### config.mk
export PLATFORM = sky130hd
export DESIGN_NAME = bcd_tick_counter
export DESIGN_NICKNAME = d
export VERILOG_FILES = /design/src/rtl/bcd_tick_counter.sv
export SDC_FILE = /design/constraint.sdc
export NUM_CORES = 1
export LEC_CHECK = 0
export ABC_AREA = 1
export BUFFER_PORTS_ARGS = -buffer_cell sky130_fd_sc_hd__buf_2
export CORE_ASPECT_RATIO = 1.75
export CORE_UTILIZATION = 50
export DETAILED_ROUTE_END_ITERATION = 7
export GPL_ROUTABILITY_DRIVEN = 0
export PLACE_DENSITY = 0.75
export SYNTH_ARGS = -nofsm -noshare
export SYNTH_HDL_FRONTEND = slang
export SYNTH_SLANG_ARGS = --single-unit
### constraint.sdc
create_clock -name clk -period 1.41 [get_ports clk]
set_clock_uncertainty 0.05 [all_clocks]
set_input_delay 0.282 -clock clk [delete_from_list [all_inputs] [get_ports clk]]
set_output_delay 0.282 -clock clk [all_outputs]
set_load 0.01 [all_outputs]
### src/rtl/bcd_tick_counter.sv
// Prescaled packed-BCD counter with programmable modulo, up/down, clear and load.
// Emits one-cycle tick/wrap strobes aligned with each new count value.
module bcd_tick_counter #(
    parameter int unsigned PRESCALE = 50,
    parameter int unsigned DIGITS   = 2,
    parameter int unsigned MODULO   = 100
) (
    input  logic                  clk,
    input  logic                  rst,
    input  logic                  en,
    input  logic                  up,
    input  logic                  clr,
    input  logic                  load,
    input  logic [4*DIGITS-1:0]   load_val,
    output logic [4*DIGITS-1:0]   bcd_out,
    output logic                  tick,
    output logic                  wrap
);

    localparam int unsigned W  = 4 * DIGITS;
    localparam int unsigned PW = (PRESCALE > 1) ? $clog2(PRESCALE) : 1;

    function automatic logic [W-1:0] to_bcd(input int unsigned v);
        logic [W-1:0] r;
        int unsigned  t;
        r = '0;
        t = v;
        for (int i = 0; i < int'(DIGITS); i++) begin
            r[4*i+:4] = 4'(t % 10);
            t = t / 10;
        end
        return r;
    endfunction

    localparam logic [W-1:0]  MAX_BCD = to_bcd(MODULO - 1);
    localparam logic [PW-1:0] PC_LAST = PW'(PRESCALE - 1);

    function automatic logic [W-1:0] bcd_inc(input logic [W-1:0] v);
        logic [W-1:0] r;
        logic         c;
        r = v;
        c = 1'b1;
        for (int i = 0; i < int'(DIGITS); i++) begin
            if (c) begin
                if (v[4*i+:4] == 4'd9) begin
                    r[4*i+:4] = 4'd0;
                end else begin
                    r[4*i+:4] = v[4*i+:4] + 4'd1;
                    c = 1'b0;
                end
            end
        end
        return r;
    endfunction

    function automatic logic [W-1:0] bcd_dec(input logic [W-1:0] v);
        logic [W-1:0] r;
        logic         b;
        r = v;
        b = 1'b1;
        for (int i = 0; i < int'(DIGITS); i++) begin
            if (b) begin
                if (v[4*i+:4] == 4'd0) begin
                    r[4*i+:4] = 4'd9;
                end else begin
                    r[4*i+:4] = v[4*i+:4] - 4'd1;
                    b = 1'b0;
                end
            end
        end
        return r;
    endfunction

    // With all nibbles <= 9, packed BCD orders the same as its decimal value.
    function automatic logic bcd_valid(input logic [W-1:0] v);
        logic ok;
        ok = 1'b1;
        for (int i = 0; i < int'(DIGITS); i++) begin
            if (v[4*i+:4] > 4'd9) ok = 1'b0;
        end
        if (v > MAX_BCD) ok = 1'b0;
        return ok;
    endfunction

    logic [PW-1:0] pc;
    logic [W-1:0]  step_val;
    logic          step_wrap;
    logic [W-1:0]  load_safe;

    always_comb begin
        step_val  = '0;
        step_wrap = 1'b0;
        if (up) begin
            if (bcd_out == MAX_BCD) begin
                step_val  = '0;
                step_wrap = 1'b1;
            end else begin
                step_val = bcd_inc(bcd_out);
            end
        end else begin
            if (bcd_out == '0) begin
                step_val  = MAX_BCD;
                step_wrap = 1'b1;
            end else begin
                step_val = bcd_dec(bcd_out);
            end
        end
    end

    assign load_safe = bcd_valid(load_val) ? load_val : '0;

    always_ff @(posedge clk or negedge rst) begin
        if (!rst) begin
            pc      <= '0;
            bcd_out <= '0;
            tick    <= 1'b0;
            wrap    <= 1'b0;
        end else begin
            tick <= 1'b0;
            wrap <= 1'b0;
            if (clr) begin
                pc      <= '0;
                bcd_out <= '0;
            end else if (load) begin
                pc      <= '0;
                bcd_out <= load_safe;
            end else if (en) begin
                if (pc == PC_LAST) begin
                    pc      <= '0;
                    bcd_out <= step_val;
                    tick    <= 1'b1;
                    wrap    <= step_wrap;
                end else begin
                    pc <= pc + 1'b1;
                end
            end
        end
    end

endmodule
# After elaboration in Yosys (flattened, before gate mapping)

Index checks and enable logic that the tools add are counted.

Register bits after elaboration: 16
Word-level logic and storage cells: 64

$add $sub $neg: 5
$lt $le $gt $ge: 3
Equality and inequality tests: 5
Multiplexer cells: 38
Reductions and logical operators: 8

Operator list:

| operator              | count |
|---|---|
| $mux W8               | 8 |
| $mux W4               | 6 |
| $mux W6               | 4 |
| $mux W1               | 20 |
| $add A4 B1 Y4 const B | 2 |
| $eq A4 B4 Y1 const B  | 2 |
| $eq A8 B8 Y1 const B  | 1 |
| $gt A4 B4 Y1 const B  | 2 |
| $gt A8 B8 Y1 const B  | 1 |
| $logic_not A4 Y1      | 2 |
| $logic_not A8 Y1      | 1 |
| $sub A4 B1 Y4 const B | 2 |
| $add A6 B1 Y6 const B | 1 |
| $eq A6 B6 Y1 const B  | 1 |
| $reduce_bool A3 Y1    | 2 |
| $ne A5 B1 Y1 const B  | 1 |
| $reduce_bool A5 Y1    | 1 |
| $reduce_and A4 Y1     | 1 |
| $reduce_and A2 Y1     | 1 |

# Longest topological paths before layout

Depth after elaboration: 11
Mapped depth: 10
Gate-level depth less buffers: 10

# Worst setup path after synthesis

Ideal clock, no wire load.

Path type: register to register
Start: register bcd_out[0]
End: register bcd_out[1]
Library setup time: 116 ps
Data arrival time: 1263 ps
Path slack: -19 ps
Stages on the path, launching flop included: 10
Path buffers: 0
Period minus slack after synthesis: 1429 ps
Cells stage by stage: dfrtp_1 > inv_1 > ha_1 > nand2_2 > nor3_2 > nor2_1 > nand2_1 > o21ai_1 > nand2_1 > nand2_1

Word-level cells in the longest chain between the ends: 8

Ends and longest elaborated chain:

| what                                        | line    | RTL |
|---|---|---|
| start: declaration                          | 15      | `output logic [4*DIGITS-1:0] bcd_out,` |
| start signal: assignment                    | 126     | `bcd_out <= load_safe;` |
| start signal: assignment                    | 130     | `bcd_out <= step_val;` |
| $sub A4 B1 Y4, or another cell as far along | 66      | `r[4*i+:4] = v[4*i+:4] - 4'd1;` |
| $mux W4, on equally long branches           | 63, 45  |  |
| $mux W8, on equally long branches           | 101, 94 |  |
| $mux W8 (*)                                 | 93      | `if (up) begin` |
| $mux W8 (*)                                 | 128     | `if (pc == PC_LAST) begin` |
| $mux W8 (*)                                 | 127     | `end else if (en) begin` |
| $mux W8 (*)                                 | 124     | `end else if (load) begin` |
| $mux W8 (*)                                 | 121     | `if (clr) begin` |

Mark *: on every way between the ends. The rest lies on a longest branch, timed or not. The select of a mux whose other input is x is not followed.
A chain may end at the register's enable or synchronous reset.

# Worst setup path after layout

Start: register bcd_out[0]
End: register wrap

Word-level cells in the longest chain between the ends: 7

Ends and longest elaborated chain:

| what                                                    | line    | RTL |
|---|---|---|
| $eq A8 B8 Y1 / $logic_not A8 Y1 (equally long branches) | 94, 101 |  |
| $mux W1, on equally long branches                       | 94, 101 |  |
| $mux W1 (*)                                             | 93      |  |
| $mux W1 (*)                                             | 128     |  |
| $mux W1 (*)                                             | 127     |  |
| $mux W1 (*)                                             | 124     |  |
| $mux W1 (*)                                             | 121     |  |
| end signal: assignment                                  | 132     | `wrap <= step_wrap;` |
| end: declaration                                        | 17      | `output logic wrap` |

Mark *: on every way between the ends. The rest lies on a longest branch, timed or not.

==> flow_summary_export.csv <==
group,metric,value,unit
synthesis,yosysMostFrequentCell,"nand2_1",
timing,fmax,700.8,MHz
timing,finalCriticalPeriod,1427,ps
detailed_routing,vias,1497,
synthesis,ys_seq_elements,16,
setup_path,required,1550,ps
power,powerDensity,832.0,nW/µm²
placed_design,dp_hpwl,2819,µm
power,p_total,1.557,mW
timing,drv_slew,0,
detailed_routing,drt-wirelength-per-cell,13.59,µm
synthesis,synth_fp_nets,225,
setup_path,cp.arrival,1570,ps
setup_path,slowest_stage,"dfrtp_1",
synthesis,yosysTopAreaCellShare,0.2807,
run_status,violations,"setup timing",
setup_path,critPathKind,"reg2reg",
setup_path,worstPathMaxFanout,3,
layout,fin_nets,275,
layout,final_cells,277,
synthesis,syn_area_per_cell,7.096,µm²
timing,worstMarginPinSlew,381.6,ps
power,leakage,0.9812,nW
setup_path,path_buf_inv,2,
timing,rsz0062_at_grt,"yes",
layout,final-seq-area,404.1,µm²
synthesis,yosys_warnings,0,
layout,drive_gt1_frac,0.3960,
synthesis,netlist_area,1426,µm²
timing,final_hold_viol_count,0,
layout,fillCellCount,212,
detailed_routing,drtIter0Drc,40,
synthesis,ys_top_cells_by_count,"nand2_1, nand3_1, inv_1",
synthesis,synth_top_flop_cell,"dfrtp_1",
synthesis,synthTopCellsByArea,"dfrtp_1, nand2_1, ha_1",
synthesis,seq_area_frac_synth,0.2807,
min_path,hold_path.class,"in2reg",
layout,num_antenna_cells,0,
placed_design,dp_cells,269,
detailed_routing,routed_wl,3764,µm
detailed_routing,drc,0,
grt,antenna_found_initial,0,
setup_path,cp_cell_sequence,"inv_2 -> ha_4 -> nand4_1 -> buf_4 -> o22ai_2 -> and2_1",
clocking,clk_pin_slew,70,ps
floorplanning,rows,25,
floorplanning,die_h,72.66,µm
synthesis,ys_types,31,
floorplanning,start_util,0.5302,
clocking,htreeDepth,1,
synthesis,synthArstFlopShare,1.000,
setup_path,critPathLaunchType,"flip-flop",
floorplanning,die-area,3079,µm²
grt,grt_max_degree,17,
floorplanning,core_area,2690,µm²
timing,slew_headroom,0.7456,
detailed_routing,dr.pass1.iters,4,
detailed_routing,ant_nets,0,
placed_design,port_buffers,23,
timing,finalSetupTns,-31.88,ps
run,maxCapViolations,0,
layout,area_growth,31.23,%
synthesis,synth_edf_count,0,
clocking,cts-root-buf,"clkbuf_8",
clocking,clkSinkCount,16,
timing,min_period_over_period,1.012,
run_status,status,"finished, violations left",
layout,final_core_util,0.6958,
grt,grt_pass1_vias,1513,
clocking,numCtsBuffers,3,
synthesis,syn_inst,201,
setup_path,end_kind,"flip-flop",
timing,timing.final.ws_setup,-16.91,ps
clocking,clock_latency,260,ps
grt,overflow,0,
timing,whs,282.7,ps
clocking,cts_tree,"done",
timing,finalSetupViolCount,2,
clocking,cts_buffer_depth,2,
grt,grt_pass1_wl,6182,µm
setup_path,critical_path.top_delay_family,"flip-flops",
synthesis,synth_area_leader_cell,"dfrtp_1",
floorplanning,io_pins,24,
detailed_routing,viasPerCell,5.404,
layout,multiInputGateArea,988.4,µm²
power,vdd_drop_max,0.5937,mV
grt,track_usage,0.2588,
floorplanning,die_w,42.38,µm
setup_path,cpPeakStageDelay,410,ps
==> where the power goes <==
part	total (mW)	switching (mW)	internal (mW)
Combinational	0.605	0.348	0.257
Clock	0.417	0.169	0.248
Sequential	0.535	0.0449	0.491
==> worst min-delay path, cell delays in order <==
cell,delay [ps]
buf_2,110
nand3_1,80
o22ai_1,60
==> per-stage QoR <==
step | setup WS [ps] | instance area, µm²
final | -16.91 | 1872
after global placement | 10.95 | 1707
after global routing | -93.51 | 1872
after CTS | -20.36 | 1787
after floorplan | 22.60 | 1426
after detailed placement | -23.54 | 1707
==> sequential cells by signal (all words and copies together), names as in the netlist <==
signal / flops
bcd_out: 8
pc: 6
wrap: 1
tick: 1
==> cell families after synthesis <==
kind of cell | Yosys count | share of synthesized area
compound gates | 18 | 0.07457
simple gates | 130 | 0.4684
flops | 16 | 0.2807
xor+xnor | 2 | 0.01228
fa+ha+maj | 10 | 0.08772
buf+inv | 25 | 0.07631
==> area by class of cell <==
| cell class | count | share of cell area |
|---|---|---|
| Inverter | 22 | 0.04545 |
| Multi-Input combinational cell | 160 | 0.5281 |
| Timing Repair Buffer | 48 | 0.1631 |
| Clock buffer | 4 | 0.02941 |
| Tap cell | 27 | 0.01805 |
| Sequential cell | 16 | 0.2159 |
==> layout by cell type (no fill, tap or decap), types with 6 or more instances in the layout <==
cell	instances
nand4_1	6
nor2_1	10
nand2_1	59
nand3_2	9
nand3_1	21
buf_4	24
inv_1	15
dfrtp_1	13
buf_2	23
nand2_2	6
==> what timing repair did <==
action,CTS,global route
hold buffers,1,0
buffers inserted,1,2
pin swaps,4,7
setup endpoints to repair,5,10
endpoints found under the hold margin,16,0
resized for setup,5,20
==> metal layers <==
layer,part of all wire,up-vias,GRT usage,routed length [µm]
met3,0.026,15,0.02475,97
met1,0.39,679,0.2742,1456
met5,0,-,0,0
li1,-,759,-,-
met2,0.55,44,0.4838,2072
met4,0.036,0,0.1458,137
==> path summary, 6_finish.rpt <==
kind                       startpoint         end  slack, ps  cells after the start
setup reg to reg           bcd_out[0]        wrap        -20                      6
setup / recovery           bcd_out[0]        wrap        -20                      6
max in group asynchronous         rst  bcd_out[4]        590                      2
min in group asynchronous         rst       pc[2]        430                      2
hold reg to reg                 pc[5]       pc[5]        510                      2
hold / removal                     en       pc[1]        280                      3
Power figures use the tool's default switching activity.
